$ cat config.mk
export PLATFORM = sky130hd
export DESIGN_NAME = msg_schedule_stream
export DESIGN_NICKNAME = d
export VERILOG_FILES = /design/src/rtl/sha_pkg.sv /design/src/rtl/sha_sigma.sv /design/src/rtl/msg_schedule_stream.sv
export SDC_FILE = /design/constraint.sdc
export NUM_CORES = 2
export LEC_CHECK = 0
export BUFFER_PORTS_ARGS = -buffer_cell sky130_fd_sc_hd__clkbuf_2
export CELL_PAD_IN_SITES_DETAIL_PLACEMENT = 0
export CELL_PAD_IN_SITES_GLOBAL_PLACEMENT = 2
export CORE_UTILIZATION = 32
export DETAILED_ROUTE_END_ITERATION = 8
export PLACE_DENSITY_LB_ADDON = 0.08
export SYNTH_ARGS = -nofsm -noshare
export SYNTH_HDL_FRONTEND = slang
export SYNTH_SLANG_ARGS = --single-unit
$ cat constraint.sdc
create_clock -name clk -period 25.6 [get_ports clk]
set_input_delay 7.68 -clock clk [delete_from_list [all_inputs] [get_ports clk]]
set_output_delay 7.68 -clock clk [all_outputs]
set_load 0.02 [all_outputs]
$ cat src/rtl/sha_pkg.sv
`default_nettype none
// ============================================================================
//  Module      : sha_pkg
//  Description : Shared definitions for the SHA-2 message schedule streamer:
//                FSM state encoding, legal word-width / round-count pairs and
//                the sigma0 / sigma1 rotate and shift amounts per word width.
//  Revision    : 1.0 - initial release
// ============================================================================
package sha_pkg;

    // Streamer FSM encoding
    typedef enum logic [0:0] {
        ST_IDLE   = 1'b0,
        ST_STREAM = 1'b1
    } sched_state_t;

    // Legal configurations
    localparam int unsigned SHA256_WORD_W = 32;
    localparam int unsigned SHA256_ROUNDS = 64;
    localparam int unsigned SHA512_WORD_W = 64;
    localparam int unsigned SHA512_ROUNDS = 80;

    // Round index width on the output port
    localparam int unsigned IDX_W = 7;

    // SHA-256 sigma amounts
    localparam int unsigned S256_S0_ROT_A = 7;
    localparam int unsigned S256_S0_ROT_B = 18;
    localparam int unsigned S256_S0_SHR   = 3;
    localparam int unsigned S256_S1_ROT_A = 17;
    localparam int unsigned S256_S1_ROT_B = 19;
    localparam int unsigned S256_S1_SHR   = 10;

    // SHA-512 sigma amounts
    localparam int unsigned S512_S0_ROT_A = 1;
    localparam int unsigned S512_S0_ROT_B = 8;
    localparam int unsigned S512_S0_SHR   = 7;
    localparam int unsigned S512_S1_ROT_A = 19;
    localparam int unsigned S512_S1_ROT_B = 61;
    localparam int unsigned S512_S1_SHR   = 6;

    // True when the (word width, rounds) pair is a supported configuration
    function automatic bit legal_config(input int unsigned word_w,
                                        input int unsigned rounds);
        return ((word_w == SHA256_WORD_W) && (rounds == SHA256_ROUNDS)) ||
               ((word_w == SHA512_WORD_W) && (rounds == SHA512_ROUNDS));
    endfunction

endpackage
`default_nettype wire

$ cat src/rtl/sha_sigma.sv
`default_nettype none
// ============================================================================
//  Module      : sha_sigma
//  Description : Combinational SHA-2 small sigma functions. The rotate/shift
//                amounts are selected by WORD_W (32 -> SHA-256, 64 -> SHA-512).
//  Ports       : x0     in  WORD_W  operand of sigma0
//                x1     in  WORD_W  operand of sigma1
//                sigma0 out WORD_W  sigma0(x0)
//                sigma1 out WORD_W  sigma1(x1)
//  Revision    : 1.0 - initial release
// ============================================================================
module sha_sigma
    import sha_pkg::*;
#(
    parameter int WORD_W = 32
) (
    input  logic [WORD_W-1:0] x0,
    input  logic [WORD_W-1:0] x1,
    output logic [WORD_W-1:0] sigma0,
    output logic [WORD_W-1:0] sigma1
);

    function automatic logic [WORD_W-1:0] rotr(input logic [WORD_W-1:0] x,
                                               input int unsigned       n);
        return (x >> n) | (x << (WORD_W - n));
    endfunction

    generate
        if (WORD_W == 64) begin : g_sha512
            assign sigma0 = rotr(x0, S512_S0_ROT_A) ^ rotr(x0, S512_S0_ROT_B) ^ (x0 >> S512_S0_SHR);
            assign sigma1 = rotr(x1, S512_S1_ROT_A) ^ rotr(x1, S512_S1_ROT_B) ^ (x1 >> S512_S1_SHR);
        end else begin : g_sha256
            assign sigma0 = rotr(x0, S256_S0_ROT_A) ^ rotr(x0, S256_S0_ROT_B) ^ (x0 >> S256_S0_SHR);
            assign sigma1 = rotr(x1, S256_S1_ROT_A) ^ rotr(x1, S256_S1_ROT_B) ^ (x1 >> S256_S1_SHR);
        end
    endgenerate

endmodule
`default_nettype wire

$ cat src/rtl/msg_schedule_stream.sv
`default_nettype none
// ============================================================================
//  Module      : msg_schedule_stream
//  Description : Streams the SHA-2 message schedule W[0..ROUNDS-1] for one
//                padded 16-word block at a time, one word per handshake,
//                using a 16-word sliding window.
//  Config macro: MSG_SCHED_PRELOAD_EN - adds a one-block pending buffer so
//                consecutive blocks stream with no idle cycle between them.
//  Ports       : clk        in   1          clock, rising edge
//                rst        in   1          asynchronous active-high reset
//                blk_valid  in   1          padded block offered
//                blk_ready  out  1          block accepted when blk_valid high
//                blk_data   in   16*WORD_W  block, MSB-most word is W[0]
//                w_valid    out  1          schedule word present
//                w_ready    in   1          consumer takes the word
//                w_data     out  WORD_W     schedule word W[t]
//                w_idx      out  7          round index t
//                w_last     out  1          t == ROUNDS-1
//                busy       out  1          FSM not idle
//  Revision    : 1.0 - initial release
// ============================================================================
module msg_schedule_stream
    import sha_pkg::*;
#(
    parameter int WORD_W = 32,
    parameter int ROUNDS = 64
) (
    input  logic                   clk,
    input  logic                   rst,
    input  logic                   blk_valid,
    output logic                   blk_ready,
    input  logic [16*WORD_W-1:0]   blk_data,
    output logic                   w_valid,
    input  logic                   w_ready,
    output logic [WORD_W-1:0]      w_data,
    output logic [IDX_W-1:0]       w_idx,
    output logic                   w_last,
    output logic                   busy
);

    localparam logic [IDX_W-1:0] LAST_IDX = IDX_W'(ROUNDS - 1);

    sched_state_t          state;
    sched_state_t          state_nxt;
    logic [WORD_W-1:0]     win [16];
    logic [IDX_W-1:0]      t;
    logic [WORD_W-1:0]     s0;
    logic [WORD_W-1:0]     s1;
    logic [WORD_W-1:0]     new_word;
    logic                  hs;
    logic                  last_hs;
    logic                  blk_acc;
    logic                  load_win;
    logic [16*WORD_W-1:0]  load_data;

    // ------------------------------------------------------------------
    // Output and handshake decode
    // ------------------------------------------------------------------
    assign w_valid  = (state == ST_STREAM);
    assign busy     = (state != ST_IDLE);
    assign w_data   = win[0];
    assign w_idx    = t;
    assign w_last   = w_valid && (t == LAST_IDX);
    assign hs       = w_valid && w_ready;
    assign last_hs  = hs && (t == LAST_IDX);
    assign blk_acc  = blk_valid && blk_ready;

`ifdef MSG_SCHED_PRELOAD_EN
    logic                  pend_valid;
    logic [16*WORD_W-1:0]  pend_data;
    logic                  pend_fill;
    logic                  pend_take;

    assign blk_ready = !pend_valid;
`else
    assign blk_ready = (state == ST_IDLE);
`endif

    // ------------------------------------------------------------------
    // Next schedule word: W[t+16] from the window holding W[t..t+15]
    // ------------------------------------------------------------------
    sha_sigma #(
        .WORD_W (WORD_W)
    ) u_sigma (
        .x0     (win[1]),
        .x1     (win[14]),
        .sigma0 (s0),
        .sigma1 (s1)
    );

    assign new_word = s1 + win[9] + s0 + win[0];

    // ------------------------------------------------------------------
    // FSM state register
    // ------------------------------------------------------------------
    always_ff @(posedge clk or posedge rst) begin
        if (rst) begin
            state <= ST_IDLE;
        end else begin
            state <= state_nxt;
        end
    end

    // ------------------------------------------------------------------
    // FSM next state and window-load decision
    // ------------------------------------------------------------------
    always_comb begin
        state_nxt = state;
        load_win  = 1'b0;
        load_data = blk_data;
`ifdef MSG_SCHED_PRELOAD_EN
        pend_fill = 1'b0;
        pend_take = 1'b0;
`endif
        case (state)
            ST_IDLE: begin
                if (blk_acc) begin
                    load_win  = 1'b1;
                    state_nxt = ST_STREAM;
                end
            end
            ST_STREAM: begin
`ifdef MSG_SCHED_PRELOAD_EN
                if (last_hs) begin
                    // Chain straight into the next block when one is waiting
                    // (buffered, or arriving on this very cycle).
                    if (pend_valid) begin
                        load_win  = 1'b1;
                        load_data = pend_data;
                        pend_take = 1'b1;
                    end else if (blk_acc) begin
                        load_win  = 1'b1;
                    end else begin
                        state_nxt = ST_IDLE;
                    end
                end else if (blk_acc) begin
                    pend_fill = 1'b1;
                end
`else
                if (last_hs) begin
                    state_nxt = ST_IDLE;
                end
`endif
            end
            default: begin
                state_nxt = ST_IDLE;
            end
        endcase
    end

    // ------------------------------------------------------------------
    // Window, round counter and pending buffer
    // ------------------------------------------------------------------
    always_ff @(posedge clk or posedge rst) begin
        if (rst) begin
            for (int i = 0; i < 16; i++) begin
                win[i] <= '0;
            end
            t <= '0;
        end else if (load_win) begin
            for (int i = 0; i < 16; i++) begin
                win[i] <= load_data[(15-i)*WORD_W +: WORD_W];
            end
            t <= '0;
        end else if (hs) begin
            for (int i = 0; i < 15; i++) begin
                win[i] <= win[i+1];
            end
            win[15] <= new_word;
            // Wrap to 0 at the end of a block so an idle streamer reads t=0
            t <= last_hs ? '0 : t + 1'b1;
        end
    end

`ifdef MSG_SCHED_PRELOAD_EN
    always_ff @(posedge clk or posedge rst) begin
        if (rst) begin
            pend_valid <= 1'b0;
            pend_data  <= '0;
        end else if (pend_take) begin
            pend_valid <= 1'b0;
        end else if (pend_fill) begin
            pend_valid <= 1'b1;
            pend_data  <= blk_data;
        end
    end
`endif

endmodule
`default_nettype wire

## Word level (Yosys, flattened, before mapping)

Cells that the tools add are included.

| word-level totals | value |
|---|---|
| bits in registers | 520 |
| bits of input ports | 516 |

| operators by class | value |
|---|---|
| add/sub/neg operators | 4 |
| equal/unequal tests | 1 |
| multiplexer cells | 9 |
| bitwise gates (word level) | 9 |
| reductions and logical operators | 5 |

Operators with widths:

| operator | number |
|---|---|
| 512-bit two-way mux | 2 |
| 32-bit adder | 3 |
| 32-bit XOR | 2 |
| 13-bit by 32-bit bitwise OR with 32-bit output | 1 |
| 14-bit by 32-bit bitwise OR with 32-bit output | 1 |
| 15-bit by 32-bit bitwise OR with 32-bit output | 1 |
| 25-bit by 32-bit bitwise OR with 32-bit output | 1 |
| 32-bit by 22-bit XOR with 32-bit output | 1 |
| 32-bit by 29-bit XOR with 32-bit output | 1 |
| 7-bit two-way mux | 3 |
| 7-bit by 1-bit adder with 7-bit output (second input constant) | 1 |
| 7-bit by 6-bit == test with 1-bit output (second input constant) | 1 |
| 1-bit logical AND | 4 |
| 1-bit two-way mux | 3 |
| 1-bit one-hot mux with 2 select lines | 1 |
| 2-bit nonzero test | 1 |
| 1-bit NOT | 1 |

## Logic depth before layout (Yosys ltp)

| depth | value |
|---|---|
| depth after elaboration | 8 |
| gate-level depth with buffers | 16 |
| gate-level depth less buffers | 15 |

## Modules after synthesis

From an unflattened synthesis, not the netlist that was laid out.

| unflattened totals | value |
|---|---|
| cell total of the unflattened synthesis | 3325 |
| area, all modules | 27984.3 sq um |

By module, submodules not included:

| module | times used | cells an instance | area an instance (sq um) | seq. area each (sq um) |
|---|---|---|---|---|
| msg_schedule_stream | 1 | 3261 | 26643.1 | 13012.5 |
| sha_sigma | 1 | 64 | 1341.3 | 0.0 |

## Least setup slack after synthesis

No wires, ideal clock.

| path | value |
|---|---|
| kind | register -> output |
| start point | register t[2], in the netlist w_idx[2] |
| end point | output port w_last |
| data arrival time | 1262 ps |
| data required time | 17920 ps |
| slack | 16658 ps |
| stages on the path, launching flop included | 6 |
| path buffers | 0 |
| cell sequence | dfrtp_1 > and3_1 > nand2_1 > nor3b_1 > nand2_1 > inv_1 |

| on the way | value |
|---|---|
| cells in the longest elaborated chain, start to end | 2 |

RTL lines:

| element | RTL line | text |
|---|---|---|
| start, declared | msg_schedule_stream.sv:46 | `logic [IDX_W-1:0] t;` |
| start signal, assigned | msg_schedule_stream.sv:171 | `t <= last_hs ? '0 : t + 1'b1;` |
| 7-bit by 6-bit == test with 1-bit output | msg_schedule_stream.sv:63 | `assign w_last = w_valid && (t == LAST_IDX);` |
| 1-bit logical AND | msg_schedule_stream.sv:63 |  |
| end, declared | msg_schedule_stream.sv:37 | `output logic w_last,` |

No other way between the ends.

## Worst setup path after layout

| path | value |
|---|---|
| start point | input port blk_valid |
| end point | register win[309] (netlist bit) |

| on the way | value |
|---|---|
| cells in the longest elaborated chain, start to end | 4 |
| elaborated cells on any way between the ends | 5 |

RTL lines:

| element | RTL line | text |
|---|---|---|
| start, declared | msg_schedule_stream.sv:30 | `input logic blk_valid,` |
| 1-bit logical AND * | msg_schedule_stream.sv:66 | `assign blk_acc = blk_valid && blk_ready;` |
| 1-bit two-way mux * | msg_schedule_stream.sv:117 | `if (blk_acc) begin` |
| 1-bit two-way mux * | msg_schedule_stream.sv:115 | `case (state)` |
| 512-bit two-way mux or 2-bit nonzero test (tied branches) | - |  |
| end signal, assigned by index | msg_schedule_stream.sv:162 | `win[i] <= load_data[(15-i)*WORD_W +: WORD_W];` |
| end signal, assigned by index | msg_schedule_stream.sv:167 | `win[i] <= win[i+1];` |
| end, declared | msg_schedule_stream.sv:45 | `logic [WORD_W-1:0] win [16];` |

Mark *: on every way between the ends. The rest lies on a longest branch, timed or not.
A chain may end at the register's enable or synchronous reset.

==> impl_metrics.toml <==
[run_status]
outcome = "finished, final reports clean"

[synthesis]
synth_edf_count = 0
synth_area_per_cell_sq_um = 8.159
syn_inst = 3392
async_flop_share_pct = 100.0
synth_top_area_share_pct = 47.02
synth_top_area_cell = "dfrtp_1"
synth_seq_cells = 520
synth_area_leaders = "dfrtp_1, nand2_1, a31oi_1"
synth.distinct_cells = 57
yosys_warnings = 0
syn_nets = 4002
netlist_area_sq_um = 27680
synth_flop_cell = "dfrtp_1"
yosysSeqAreaShare_pct = 47.02

[setup_path]
cp-end-kind = "flop"
path_buf_inv = 5
critPathRequiredTime_ns = 26.11
start_kind = "primary input"
path_max_fanout = 129
critical_path_class = "in -> reg"
arrival_ns = 12.21
cp_top_family = "buffers and inverters"
path_common_cell = "buf_4"
slowest_stage = "buf_4"
slowest_delay_ns = 1.05
crit_chain = "clkbuf_2 > nand2_4 > buf_4 > buf_4 > buf_4 > buf_4 > nor2_1 > a31oi_1"

[timing]
rsz0062_at_grt = "false"
tns_ns = 0
slew_headroom_pct = 17.71
min_period_ns = 11.70
timing.hold.ws_ns = 0.5074
fmax_mhz = 85.48
hold_viol = 0
drv_slew = 0
worst_slew_pin_slew_ns = 1.234
skew_ns = 0.02540
finalSetupViolCount = 0
finalCritPeriodShare_pct = 45.70

[clocking]
post_cts_buffers = 0
ctsResizeCount = 0
clk_pin_slew_ns = 0.06
clk_latency_ns = 0.62
tritoncts = "done"
cts.sinks = 520
cts_made_buffers = 66
htreeDepth = 3
clockBufferDepth = 3
cts.hold.buffers_added = 0
cts-root-buf = "clkbuf_16"

[layout]
drive_gt1_share_pct = 18.63
area.growth.synth_to_final_pct = 19.34
multiInputGateArea_sq_um = 12910
fillers = 9168
nNetsFinal = 4352
area.sequential_sq_um = 13010

[placed_design]
gp_congestion = 0.8997
port_buffers = 558
dp_hpwl_um = 85920

[route]
post_drt_via_cell_ratio = 5.148
top_layer = "met5"
dr_total_vias = 25460
met2WireLength_um = 54950
post_drt_wl_per_cell_um = 23.48
firstDrtPassIters = 5
routed-wl-met3_um = 7200
drt-met1-wl_um = 51450
drc_errors = 0
drtIter0Drc = 1997
ant_nets = 0
finalWirelength_um = 116100

[global_route]
grt_start_max_net_pins = 250
grt_antenna_before_repair = 17
grt_usage_pct = 26.01
grt_pass1_wl_um = 167300
gr-total-overflow = 0
grt_pass1_vias = 25440

[floorplan]
dieArea_sq_um = 87670
start_util_pct = 32.40
ios = 559
die_y_um = 296.1
fp.coreArea_sq_um = 85410
rows = 107
chipWidth_um = 296.1

[power]
p_leak_nw = 15.86
power_density_nw_per_um2 = 137.0
peakVddDrop_mv = 0.1141
power_mw = 4.525

[min_path]
min_path_type = "reg -> reg"

[run]
drv_cap = 0
[state kept, by name, summed over array words and instances, names as in the netlist]
register / flops
busy: 1
w_data: 32
w_idx: 7
win: 480
[cell usage after synthesis (2+ instances only)]
library cell and count:
a211oi_1 4, xor2_1 69, nand2_1 1006, or2b_1 2
dfrtp_1 520, o21a_1 3, a22oi_1 7, a21o_1 10
a31oi_1 486, o21ai_1 2, o21bai_1 3, clkbuf_1 239
nand4_1 5, clkbuf_8 2, o21ai_0 30, a21oi_1 60
xnor2_1 78, o22ai_1 14, o31ai_1 5, nor2_1 513
nor2b_1 5, buf_1 24, nand3_1 14, and2_1 2
or3_1 2, and3_1 6, nor3_1 2, and4_1 2
ha_1 32, fa_1 62, inv_1 123, buf_4 35
[worst paths after layout]
check | slack (ns) | from | cells after the start | to
max | 13.90 | blk_valid | 8 | win[309]
min | 0.51 | win[8] | 2 | win[8]
max reg2reg | 20.22 | busy | 8 | win[309]
min reg2reg | 0.51 | win[8] | 2 | win[8]
max in group asynchronous | 15.34 | rst | 5 | win[345]
min in group asynchronous | 7.14 | rst | 2 | win[52]
[through the flow]
step	setup slack (ns)	area (sq um)	utilization [%]	instances
2_1_floorplan	3.393	27680	-	3392
3_3_place_gp	13.47	30850	36.11	4818
3_5_place_dp	13.34	30850	36.11	4818
4_1_cts	14.00	33000	38.64	4934
5_1_grt	13.46	33020	38.66	4941
6_report	13.90	33030	38.67	4945
[logic make-up after synthesis]
logic type | share of synthesized area (%)
xor gates and xnor gates | 4.652
AOI/OAI and AO/OA | 14.22
buffers and inverters | 6.384
adders and majority gates | 5.932
DFF | 47.02
and+or+nand+nor | 21.76
muxes | 0.03617
[worst min-delay path, cell delays in order, from the launching register on]
cell	delay, ns
dfrtp_1	0.34
a22oi_1	0.06
o21ai_0	0.06
[cells in the final DEF, fill, tap and decap left out, types with 3 or more instances in the layout]
cell	Yosys	final
nor2_1	513	513
a22oi_1	7	7
o31ai_1	5	5
a21o_1	10	10
nand4_1	5	5
inv_1	123	122
clkbuf_8	2	13
a211oi_1	4	4
o22ai_1	14	14
a21oi_1	60	60
clkbuf_2	1	558
diode_2	0	11
buf_4	35	25
inv_6	0	4
xnor2_1	78	78
xor2_1	69	69
o21bai_1	3	3
o21a_1	3	3
clkinv_2	0	15
bufinv_16	0	3
a31oi_1	486	486
ha_1	32	32
o21ai_0	30	30
fa_1	62	62
nand3_1	14	14
clkbuf_1	239	10
and3_1	6	6
nand2_1	1006	1004
nor2b_1	5	5
dfrtp_1	520	520
clkbuf_16	0	67
[final cells by class]
type / instances / area share (%)
well taps: 1144 / 4.334
repair buffers: 585 / 9.145
diodes: 11 / 0.08334
clock inverters: 26 / 0.7880
flip-flops and latches: 520 / 39.40
clock buffers: 90 / 5.732
inverters: 123 / 1.421
multi-input cells: 2446 / 39.10
[per-layer routing]
layer,global-route usage [%],up-vias
met5,0,-
met4,6.626,12
met3,4.901,119
met2,41.72,743
met1,35.90,12750
li1,-,11840
[power breakdown]
group          leakage (nW)  internal, mW  total, mW  switching, mW
clock network          1.07         0.552      0.942          0.391
logic                  8.08         0.893       2.32           1.42
registers              6.71          1.03       1.27          0.233
Power figures use the tool's default switching activity.
